## src/rtl/game_pkg.sv

```systemverilog
// Shared constants and types for the score overlay: glyph geometry, BCD score layout.
// Latency: n/a (declarations only).
// Backpressure: n/a.
package game_pkg;

    localparam int GLYPH_W = 20;
    localparam int GLYPH_PIX = 400;
    localparam logic [7:0] TRANSPARENT = 8'h00;
    localparam int SCORE_DIGITS = 3;

    typedef logic [3:0] bcd_digit_t;

    typedef struct packed {
        bcd_digit_t hundreds;
        bcd_digit_t tens;
        bcd_digit_t ones;
    } score_bcd_t;

    // Glyph ROM address: glyphs are stored back to back, row-major, 20 pixels per row.
    // Only constant multiplies; the largest value (9*400 + 19*20 + 19) fits in 12 bits.
    function automatic logic [11:0] glyph_addr(input bcd_digit_t digit,
                                               input logic [4:0] row,
                                               input logic [4:0] col);
        return 12'(digit) * 12'(GLYPH_PIX) + 12'(row) * 12'(GLYPH_W) + 12'(col);
    endfunction

endpackage

```

## src/rtl/bcd_score_counter.sv

```systemverilog
// Three-digit BCD score: clear has priority over increment, increment saturates at 999.
// Latency: score updates on the edge after the clr/inc pulse.
// Backpressure: none; every pulse is accepted.
module bcd_score_counter
    import game_pkg::*;
(
    input  logic       clk,
    input  logic       reset,
    input  logic       inc,
    input  logic       clr,
    output score_bcd_t score
);

    logic at_max;
    assign at_max = (score.hundreds == 4'd9) && (score.tens == 4'd9) && (score.ones == 4'd9);

    // BCD increment with ones->tens->hundreds carry; 999 holds so hundreds never wraps.
    always_ff @(posedge clk) begin
        if (reset) begin
            score <= '0;
        end else if (clr) begin
            score <= '0;
        end else if (inc && !at_max) begin
            if (score.ones != 4'd9) begin
                score.ones <= score.ones + 4'd1;
            end else begin
                score.ones <= 4'd0;
                if (score.tens != 4'd9) begin
                    score.tens <= score.tens + 4'd1;
                end else begin
                    score.tens     <= 4'd0;
                    score.hundreds <= score.hundreds + 4'd1;
                end
            end
        end
    end

endmodule

```

## src/rtl/score_digit_renderer.sv

```systemverilog
// Score overlay: keeps the BCD score, latches it per frame, drives glyph ROM addresses and registers pixels.
// Latency: o_numberaddr 1 cycle, o_rgb/o_pixel_on 3 cycles after i_x/i_y/i_video_on.
// Backpressure: none; one pixel per clock in lockstep with the VGA timing.
module score_digit_renderer
    import game_pkg::*;
#(
    parameter logic [9:0] X0            = 10'd560,
    parameter logic [9:0] Y0            = 10'd20,
    parameter logic [9:0] PITCH         = 10'd22,
    parameter int         GLYPH         = 20,
    parameter bit         BLANK_LEADING = 1'b1
) (
    input  logic        i_clk2,
    input  logic        i_reset,
    input  logic [9:0]  i_x,
    input  logic [9:0]  i_y,
    input  logic        i_video_on,
    input  logic        i_frame_start,
    input  logic        i_score_inc,
    input  logic        i_score_clr,
    output logic [11:0] o_numberaddr,
    input  logic [7:0]  i_numberdata,
    output logic [7:0]  o_rgb,
    output logic        o_pixel_on,
    output logic [11:0] o_score_bcd
);

    score_bcd_t score;
    score_bcd_t disp;

    bcd_score_counter u_counter (
        .clk   (i_clk2),
        .reset (i_reset),
        .inc   (i_score_inc),
        .clr   (i_score_clr),
        .score (score)
    );

    assign o_score_bcd = score;

    // Display copy only changes at frame start so a glyph never shows two score values.
    always_ff @(posedge i_clk2) begin
        if (i_reset) begin
            disp <= '0;
        end else if (i_frame_start) begin
            disp <= score;
        end
    end

    // Digit order left to right: hundreds, tens, ones.
    bcd_digit_t                dig [SCORE_DIGITS];
    logic [SCORE_DIGITS-1:0]   blank_k;
    logic [SCORE_DIGITS-1:0]   hit_k;
    logic [11:0]               addr_k [SCORE_DIGITS];

    assign dig[0] = disp.hundreds;
    assign dig[1] = disp.tens;
    assign dig[2] = disp.ones;

    assign blank_k[0] = BLANK_LEADING && (disp.hundreds == 4'd0);
    assign blank_k[1] = BLANK_LEADING && (disp.hundreds == 4'd0) && (disp.tens == 4'd0);
    assign blank_k[2] = 1'b0;

    logic       y_in;
    logic [4:0] row;

    assign y_in = (i_y >= Y0) && (i_y <= Y0 + 10'(GLYPH - 1));
    assign row  = 5'(i_y - Y0);

    for (genvar k = 0; k < SCORE_DIGITS; k++) begin : g_digit
        localparam logic [9:0] GX = X0 + 10'(k) * PITCH;
        logic [4:0] col;
        assign col       = 5'(i_x - GX);
        assign hit_k[k]  = i_video_on && y_in && (i_x >= GX) && (i_x <= GX + 10'(GLYPH - 1));
        assign addr_k[k] = glyph_addr(dig[k], row, col);
    end

    logic [11:0] addr_next;
    logic        hit_next;
    logic        blank_next;

    // Glyph boxes never overlap (PITCH >= width), so the priority order is irrelevant.
    always_comb begin
        addr_next  = '0;
        hit_next   = 1'b0;
        blank_next = 1'b0;
        if (hit_k[0]) begin
            addr_next  = addr_k[0];
            hit_next   = 1'b1;
            blank_next = blank_k[0];
        end else if (hit_k[1]) begin
            addr_next  = addr_k[1];
            hit_next   = 1'b1;
            blank_next = blank_k[1];
        end else if (hit_k[2]) begin
            addr_next  = addr_k[2];
            hit_next   = 1'b1;
            blank_next = blank_k[2];
        end
    end

    logic hit_s1;
    logic blank_s1;
    logic hit_s2;
    logic blank_s2;
    logic pixel_next;

    assign pixel_next = hit_s2 && !blank_s2 && (i_numberdata != TRANSPARENT);

    // S1 registers the ROM address, S2 aligns hit/blank with the ROM read, S3 forms the pixel.
    always_ff @(posedge i_clk2) begin
        if (i_reset) begin
            o_numberaddr <= '0;
            hit_s1       <= 1'b0;
            blank_s1     <= 1'b0;
            hit_s2       <= 1'b0;
            blank_s2     <= 1'b0;
            o_pixel_on   <= 1'b0;
            o_rgb        <= TRANSPARENT;
        end else begin
            o_numberaddr <= addr_next;
            hit_s1       <= hit_next;
            blank_s1     <= blank_next;
            hit_s2       <= hit_s1;
            blank_s2     <= blank_s1;
            o_pixel_on   <= pixel_next;
            o_rgb        <= pixel_next ? i_numberdata : TRANSPARENT;
        end
    end

endmodule

```

## config.mk

```make
export PLATFORM = sky130hd
export DESIGN_NAME = score_digit_renderer
export DESIGN_NICKNAME = d
export VERILOG_FILES = /design/src/rtl/game_pkg.sv /design/src/rtl/bcd_score_counter.sv /design/src/rtl/score_digit_renderer.sv
export SDC_FILE = /design/constraint.sdc
export NUM_CORES = 1
export LEC_CHECK = 0
export CELL_PAD_IN_SITES_DETAIL_PLACEMENT = 1
export CELL_PAD_IN_SITES_GLOBAL_PLACEMENT = 2
export CORE_MARGIN = 4
export CORE_UTILIZATION = 26
export DETAILED_ROUTE_END_ITERATION = 7
export MAX_ROUTING_LAYER = met4
export PLACE_DENSITY_LB_ADDON = 0.1
export SLEW_MARGIN = 20
export SYNTH_ARGS = -nofsm -noshare
export SYNTH_HDL_FRONTEND = slang
export SYNTH_SLANG_ARGS = --single-unit
```

## constraint.sdc

```tcl
create_clock -name i_clk2 -period 5.1 [get_ports i_clk2]
set_clock_uncertainty 0.1 [all_clocks]
set_input_delay 1.02 -clock i_clk2 [delete_from_list [all_inputs] [get_ports i_clk2]]
set_output_delay 1.02 -clock i_clk2 [all_outputs]
set_load 0.02 [all_outputs]
```

==> results of run 1 <==
[worst min path at each step]
stage / from / end / slack, ns / cells past startpoint
floorplan: blank_s1 / blank_s2 / 0.31 / 1
global placement: hit_s1 / hit_s2 / 0.35 / 1
detailed placement: hit_s1 / hit_s2 / 0.36 / 1
CTS: hit_s1 / hit_s2 / 0.37 / 1
global route: hit_s1 / hit_s2 / 0.37 / 1
finish: hit_s1 / hit_s2 / 0.36 / 1
[worst max-delay path, stage by stage]
cell and delay, ns:
clkdlybuf4s50_1 0.48, inv_1 0.06, ha_1 0.21, xor2_1 0.21, inv_1 0.08, ha_1 0.33
fa_2 0.63, ha_1 0.24, ha_1 0.34, o21a_1 0.20, o31a_1 0.12, o21ai_0 0.22
a21boi_0 0.12, or4b_1 0.50, a31oi_1 0.16
[stage by stage]
step / setup WS [ns] / instances / hold WS (ns) / area, um2 / setup TNS, ns
floorplan: 0.581 / 472 / 0.314 / 4250 / 0
global placement: -0.0817 / 768 / 0.355 / 5310 / -0.0935
detailed placement: -0.110 / 768 / 0.361 / 5310 / -0.250
CTS: 0.185 / 776 / 0.371 / 5450 / 0
global route: 0.00918 / 777 / 0.373 / 5470 / 0
finish: 0.307 / 777 / 0.363 / 5470 / 0
[cell type report]
class | count | area [um2]
well taps | 216 | 270
flip-flops and latches | 49 | 981
clock inverters | 2 | 13.8
inverters | 43 | 161
multi-input cells | 373 | 3090
fillers | 1890 | 10500
clock buffers | 6 | 129
repair buffers | 88 | 826
[cells in the final DEF, fill, tap and decap left out, types with 6 or more instances in the layout]
| cell type | Yosys | layout |
|---|---|---|
| buf_4 | 0 | 22 |
| inv_1 | 43 | 43 |
| nor2_1 | 41 | 41 |
| ha_1 | 80 | 80 |
| nand2b_1 | 7 | 7 |
| a211oi_1 | 7 | 7 |
| nand3_1 | 8 | 8 |
| xnor2_1 | 28 | 28 |
| o21ai_0 | 17 | 17 |
| nor3_1 | 9 | 9 |
| and2_1 | 15 | 15 |
| nor2b_1 | 13 | 13 |
| clkdlybuf4s50_1 | 0 | 66 |
| xor2_1 | 11 | 10 |
| fa_1 | 10 | 9 |
| nand2_1 | 10 | 10 |
| a21oi_1 | 25 | 25 |
| dfxtp_1 | 49 | 49 |
| a21boi_0 | 6 | 6 |
| mux2i_1 | 13 | 13 |
[registers in the layout, summed over array words and instances, names as in the netlist]
signal,count
u_counter.score,12
o_numberaddr,12
blank_s1,1
o_rgb,8
o_pixel_on,1
blank_s2,1
dig,12
hit_s2,1
hit_s1,1
[routing by layer]
metal / up-vias / wire, um / global-route usage, %
li1: 1835 / - / -
met1: 1711 / 6190 / 19.1
met2: 44 / 5710 / 22.6
met3: 6 / 471 / 3.27
met4: 0 / 90 / 2.35
met5: - / 0 / -
[repair_timing]
| item | in CTS | in global routing |
|---|---|---|
| setup endpoints to repair | 0 | 3 |
| buffers inserted | 0 | 1 |
| resized for setup | 0 | 2 |
[logic make-up (layout without fill, tap and decap cells)]
| family | after synthesis | count (layout) | share of synthesized area, % |
|---|---|---|---|
| DFF | 49 | 49 | 23.1 |
| and+or+nand+nor | 137 | 137 | 18.2 |
| buffers and inverters | 50 | 139 | 4.48 |
| xor gates and xnor gates | 39 | 39 | 8.04 |
| muxes | 13 | 13 | 3.06 |
| AOI/OAI and AO/OA | 94 | 94 | 14.8 |
| adders and majority gates | 90 | 90 | 28.3 |
[power by group through the flow]
stage / logic [mW] / clock network (mW) / registers (mW)
after floorplan: 0.219 / 0 / 0.394
after global placement: 0.351 / 0 / 0.394
after detailed placement: 0.355 / 0 / 0.394
after CTS: 0.359 / 0.364 / 0.384
after global routing: 0.401 / 0.381 / 0.385
final: 0.361 / 0.343 / 0.385
==> results.md, run 1 <==
* 1st-pass router iterations at 4
* Vias per inst at roughly 4.6
* Clk buf depth at 2
* Clk network pwr share at 31.5%
* CTS Sinks at between 40 and 50
* WP data required at 5.23 ns
* Max-slew headroom at between 40% and 50%
* P per Cell Area at approximately 200 nW/um2
* Crit Path Class: input port to flop
* PortBufs at 66
* Area delta synth->final at 28.7%
* Final period utilization at a little over nine tenths
* GRT Overall Usage at 14.3%
* Hold WC Path Type: flop to flop
* Switching power share of the total at about a third
* Worst Setup End Kind: flop
* Synth cell types at 64
* Fmax at roughly 210 MHz
* Wire length per cell at 16.0 um
* Ys flop type: dfxtp_1
* FF-to-FF End: o_numberaddr[10]
* Residual DRC count at 0
* Ant. Diodes at 0
* Number of synthesized flops with an enable pin at 0
* Setup crit start kind: input port
* Die H at between 100 and 150 um
* CTS tree: done
* Yosys top cell by area: ha_1
* Final WL at roughly 12,000 um
* Final Slew Violations at 0
* Async set-reset flop share out of synthesis at 0%
* Clk root buf: clkbuf_16
* Internal power at 735 uW
* Hold Buf Count CTS at 0
* CTS Buf Count at 5
* CP endpoint: o_numberaddr[9]
* RR Startpoint: dig[8]
* Sequential share of the synthesized area at a little under a quarter
* Detailed Route Iter0 Violations at just over 80
* Cells after Synth at between 400 and 500
* Post-Syn Area at around 4200 um2
* Die area at about 18,000 um2
* Sequential share of power at about a third
* Final Hold Fails at 0
* Slew @ Worst Pin at between 0.7 and 0.8 ns
* Max-cap viol count at 0
* Final core utilization at 34.3%
* Synth top cells by count: 80 x ha_1, 49 x dfxtp_1, 43 x inv_1
* Synthesized Nets at between 500 and 600
* Crit path from: i_y[2]
* Die Wd at 136 um
* Ports at 67
* FF-to-FF setup slack at between 1.5 and 2 ns
* Initial antenna violation count at 0
* Pleak at about 2.3 nW
* Peak supply drop at 0.125 mV
* Synthesized area per cell at between 8 and 9 um2
* Combinational power share at about 33%
* Synth top area cells: ha_1 24%, dfxtp_1 23%, xnor2_1 5.8%
* CP max FO at 4
* CTS clk-pin slew, worst paths at ~0.070 ns
* FP Rows at between 40 and 50
* First-pass GRT wire length at ~20,000 um
* Placed wire-length estimate at 10,600 um
* Sw power at approximately 350 uW
* DRT antenna net count at 0
* Final setup fails at 0
* Count leader, synth: ha_1
* Tmin final at around 4.8 ns
* Synthesized flop and latch total at 49
* Share of cells above drive strength 1 at approximately 8.2%
* Nets@finish at about 680
* Reg2Reg Depth at 13
* Arr. time, crit path at about 4.9 ns
* Vias in the first global route at between 3,000 and 4,000
* Synth top area share at between 20% and 30%
* Core area at ~16,000 um2
* Largest net degree at the start of global routing at 31
* Vias at approximately 3,600
* Starting Density at 26.6%
* H-tree levels at 2
* Clk Latency, worst-skew pair at 0.30 ns
* Unrepaired setup endpoints after global routing: no
* Grt total ovfl at 0
* Overall power at 1.09 mW
* Outcome: complete, no violations
* Syn. warnings at 0
* Placer Congestion at 0.829
No activity file was read; power rests on OpenSTA's default activity.
==> inputs of run 2 (changes only) <==
--- a/config.mk
+++ b/config.mk
@@ -10,6 +10,7 @@
 export CORE_MARGIN = 4
 export CORE_UTILIZATION = 26
 export DETAILED_ROUTE_END_ITERATION = 7
+export GPL_TIMING_DRIVEN = 0
 export MAX_ROUTING_LAYER = met4
 export PLACE_DENSITY_LB_ADDON = 0.1
 export SLEW_MARGIN = 20
==> constraint.sdc (replaced) <==
create_clock -name i_clk2 -period 4.5 [get_ports i_clk2]
set_clock_uncertainty 0.1 [all_clocks]
set_input_delay 0.9 -clock i_clk2 [delete_from_list [all_inputs] [get_ports i_clk2]]
set_output_delay 0.9 -clock i_clk2 [all_outputs]
set_load 0.02 [all_outputs]
==> results.md, run 2 (synthesized netlist as in run 1, its figures left out) <==
* Max-slew headroom at 49.0%
* Clk buf depth at 2
* Crit Path Class: input port to flop
* CP max stage delay at around 0.52 ns
* Placed wire-length estimate at just over 10,000 um
* Hold Crit Start: blank_s1
* Die Wd at about 140 um
* Reg2Reg Depth at 13
* Nets@finish at just under 700
* CTS tree: done
* Ports at 67
* CTS Sinks at 49
* Clk Latency, worst-skew pair at 0.30 ns
* Hold Crit Depth at 1
* Arr. time, crit path at approximately 4.4 ns
* Detailed Route Iter0 Violations at 64
* DRT antenna net count at 0
* Dpl cell area at 5170 um2
* CP Cell Sequence: dlygate4sd2_1 > inv_2 > ha_4 > xor2_2 > inv_2 > ha_4 > ha_1 > a21o_1 > a21oi_4 > xnor2_4 > and2_1 > ha_2 > or4_1 > o22ai_2 > xnor2_1 > a22oi_1 > o2bb2ai_2
* Final Hold Fails at 0
* Tmin final at 4.28 ns
* Hold Buf Count CTS at 0
* Die area at roughly 18,000 um2
* Layout Cells excl Fill at around 770
* Share of cells above drive strength 1 at 11.8%
* CTS clk-pin slew, worst paths at 0.07 ns
* Ant. Diodes at 0
* CTS Buf Count at 5
* Largest net degree at the start of global routing at 17
* Slew @ Worst Pin at 0.764 ns
* H-tree levels at 2
* Peak supply drop at between 0.1 and 0.15 mV
* PortBufs at between 60 and 70
* FF-to-FF End: o_numberaddr[10]
* Grt total ovfl at 0
* Die H at 136 um
* FP Rows at 46
* P per Cell Area at between 200 and 250 nW/um2
* First-pass GRT wire length at ~20,000 um
* Final WL at between 10,000 and 15,000 um
* Worst Setup End Kind: flop
* CP max stage cell: or4_1
* Commonest non-fill, non-tap cell in the layout: ha_1
* Final period utilization at a little over nine tenths
* Area delta synth->final at 32.7%
* Final setup fails at 0
* Max-cap viol count at 0
* Non-Filler Cell Area, Final at around 5600 um2
* Worst Hold Endpoint: blank_s2
* GRT Overall Usage at between 10 and 15%
* Pleak at between 2 and 2.5 nW
* FF/Latch Area at 981 um2
* 1st-pass router iterations at 4
* Setup crit start kind: input port
* Placed insts at about 750
* WP data required at 4.58 ns
* Vias per inst at 4.66
* Fillers at 1,847
* Vias in the first global route at about 3,800
* Hold WC Path Type: flop to flop
* Initial antenna violation count at 0
* FF-to-FF setup slack at 1.23 ns
* Vias at around 3,600
* Clk root buf: clkbuf_16
* Fmax at 234 MHz
* Residual DRC count at 0
* Unrepaired setup endpoints after global routing: no
* Starting Density at about a quarter
* Multi-input logic area at approximately 3300 um2
* Placer Congestion at ~0.83
* RR Startpoint: dig[8]
* Most frequent cells in the layout: 71 x ha_1, 60 x clkdlybuf4s50_1, 49 x dfxtp_1, 40 x inv_1, 40 x nor2_1
* Outcome: complete, no violations
* Core area at about 16,000 um2
* Final Slew Violations at 0
* Wire length per cell at about 16 um
* CP max FO at 4
-- run 2: final cells by class --
class / instances / share of cell area [%]
plain buffers: 7 / 0.511
clock buffers: 5 / 2.22
clock inverters: 3 / 0.777
inverters: 43 / 2.86
multi-input cells: 373 / 58.7
flip-flops and latches: 49 / 17.4
well taps: 216 / 4.79
repair buffers: 73 / 12.8
-- run 2: power by group --
group          internal, mW  switching, mW
combinational         0.213          0.239
clock                 0.264          0.183
sequential            0.434        0.00164
total                 0.911          0.423
-- run 2: repair_timing --
| action | 4_1_cts | 5_1_grt |
|---|---|---|
| pin swaps | 20 | 3 |
| gates resized for setup | 37 | 9 |
| cloned | 0 | 0 |
| setup buffers | 8 | 0 |
| endpoints found under the setup margin | 5 | 3 |
-- run 2: per-layer routing --
layer  global-route usage [%]  up-vias  wire [um]
met5                        -        -          0
met4                     3.02        0        170
met3                     2.30       11        383
met2                     22.6       40       5680
met1                     18.9     1703       6020
li1                         -     1826          -
-- run 2: worst max-delay path by stage --
| stage | from | endpoint | slack [ns] | depth (start not counted) |
|---|---|---|---|---|
| 2_1_floorplan | i_y[2] | o_numberaddr[9] | 0.10 | 16 |
| 3_3_place_gp | i_y[2] | o_numberaddr[9] | -1.15 | 17 |
| 3_5_place_dp | i_y[2] | o_numberaddr[9] | -1.18 | 17 |
| 4_1_cts | i_x[3] | o_numberaddr[9] | 0.09 | 13 |
| 5_1_grt | i_y[2] | o_numberaddr[10] | 0.02 | 17 |
| 6_report | i_y[2] | o_numberaddr[11] | 0.22 | 17 |
-- run 2: per-stage QoR --
step                hold WS [ns]  total power [mW]  utilization, %  setup TNS (ns)  setup WS (ns)
floorplan                  0.314             0.694               -               0          0.101
global placement           0.358             0.818            32.4           -4.71          -1.15
detailed placement         0.355             0.819            32.4           -4.68          -1.18
CTS                        0.376              1.35            35.1               0         0.0866
global route               0.388              1.42            35.4               0         0.0150
finish                     0.367              1.33            35.4               0          0.221
-- run 2: worst max-delay path: cells and delay by family --
family	cells	cell delay, ns
AO/OA/AOI/OAI	5	0.97
AND/OR/NAND/NOR	2	0.70
XOR/XNOR	3	0.42
buffers and inverters	3	0.47
adder cells (fa/ha/maj)	4	0.87
==> inputs of run 3 (changes only) <==
==> constraint.sdc (replaced) <==
create_clock -name i_clk2 -period 4.1 [get_ports i_clk2]
set_clock_uncertainty 0.1 [all_clocks]
set_input_delay 0.82 -clock i_clk2 [delete_from_list [all_inputs] [get_ports i_clk2]]
set_output_delay 0.82 -clock i_clk2 [all_outputs]
set_load 0.02 [all_outputs]
==> results.md, run 3 (synthesized netlist as in run 1, its figures left out) <==
* Ant. Diodes at 0
* DRT antenna net count at 0
* Die H at approximately 140 um
* First-pass GRT wire length at between 20,000 and 25,000 um
* CTS Sinks at 49
* WP data required at approximately 4.2 ns
* PortBufs at 65
* Pre-CTS worst setup slack at -1.28 ns
* Share of cells above drive strength 1 at between 10% and 20%
* Final core utilization at 36.3%
* Final period utilization at between 90% and 100%
* Final Hold Fails at 0
* Nets@finish at ~680
* Hold WC Path Type: flop to flop
* Most frequent cells in the layout: 69 x ha_1, 58 x clkdlybuf4s50_1, 49 x dfxtp_1, 40 x nor2_1, 39 x inv_1
* CP max FO at 4
* Arr. time, crit path at 4.07 ns
* Unrepaired setup endpoints after global routing: yes
* CTS Buf Count at 5
* Max-cap viol count at 0
* Core area at 15,900 um2
* Placed wire-length estimate at 10,200 um
* CTS clk-pin slew, worst paths at 0.06 ns
* Clk Latency, worst-skew pair at ~0.30 ns
* H-tree levels at 2
* Ports at between 60 and 70
* Die area at between 15,000 and 20,000 um2
* Peak supply drop at 0.151 mV
* Worst Setup End Kind: flop
* Commonest non-fill, non-tap cell in the layout: ha_1
* Post-route setup slack at about 0.085 ns
* Outcome: complete, no violations
* Multi-input logic area at around 3400 um2
* Vias per inst at ~4.7
* FP Rows at 46
* Tmin final at around 4.0 ns
* Final setup fails at 0
* Largest net degree at the start of global routing at 17
* WHS at ~0.35 ns
* Pleak at 2.41 nW
* GRT Overall Usage at 14.6%
* Clk buf depth at 2
* Max-slew headroom at 50.4%
* Initial antenna violation count at 0
* Hold Buf Count CTS at 0
* Vias at 3,655
* Placer Congestion at 0.806
* CTS tree: done
* Detailed Route Iter0 Violations at between 80 and 90
* Setup crit start kind: input port
* Clk root buf: clkbuf_16
* Grt total ovfl at 0
* Fillers at ~1,900
* Wire length per cell at about 16 um
* Die Wd at 136 um
* Overall power at about 1.4 mW
* Area delta synth->final at 36.1%
* Vias in the first global route at 3,818
* Final Slew Violations at 0
* TNS Setup at 0 ns
* Reg2Reg Depth at 13
* P per Cell Area at 245 nW/um2
* Slew @ Worst Pin at 0.743 ns
* FF/Latch Area at about 980 um2
* Crit Path Class: input port to flop
* Fmax at 249 MHz
* 1st-pass router iterations at 4
* Starting Density at about a quarter
* Hold Crit Depth at 1
* Residual DRC count at 0
* Final WL at ~13,000 um
-- run 3: worst paths after layout --
path,slack [ns],to,start
setup reg to reg,0.74,o_numberaddr[10],dig[4]
hold / removal,0.35,blank_s2,blank_s1
setup / recovery,0.08,o_numberaddr[10],i_y[2]
hold reg to reg,0.35,blank_s2,blank_s1
-- run 3: what timing repair did --
| item | in CTS | in global routing |
|---|---|---|
| buffers inserted | 13 | 3 |
| pin swaps | 24 | 22 |
| setup endpoints to repair | 6 | 6 |
| gates cloned | 0 | 0 |
| resized for setup | 42 | 36 |
-- run 3: final cells by class --
class                           count  share of cell area (%)
Buffer                              7                   0.498
Tap cell                          216                    4.68
Timing Repair Buffer               81                    13.3
Clock buffer                        5                    2.16
Clock inverter                      3                   0.368
Multi-Input combinational cell    373                    59.1
Sequential cell                    49                    17.0
Inverter                           43                    2.90
-- run 3: layer usage --
metal | up-vias | GRT usage, % | share of wire [%]
met4 | 0 | 2.74 | 0.91
li1 | 1834 | - | -
met3 | 7 | 2.12 | 2.5
met5 | - | - | 0
met2 | 40 | 23.0 | 46
met1 | 1774 | 20.1 | 50
-- run 3: critical path, stage by stage --
cell	delay, ns
buf_8	0.08
clkinvlp_4	0.09
ha_4	0.19
xor2_4	0.19
inv_4	0.08
ha_4	0.27
ha_4	0.23
a21o_1	0.20
a21oi_4	0.17
buf_12	0.14
xnor2_4	0.16
xnor2_2	0.12
ha_2	0.22
or4_4	0.55
o21ai_4	0.16
xnor2_2	0.10
a22oi_2	0.23
a21oi_1	0.09
-- run 3: metrics by stage --
stage / std cells / cell area [um2]
CTS: 774 / 5650
global placement: 753 / 5220
global route: 777 / 5780
finish: 777 / 5780
detailed placement: 753 / 5220
floorplan: 472 / 4300
-- run 3: power by group --
group	switching, mW	leakage [nW]	internal [mW]	total (mW)
logic	0.272	1.95	0.242	0.514
clock network	0.194	0.0702	0.227	0.421
registers	0.00195	0.395	0.477	0.479
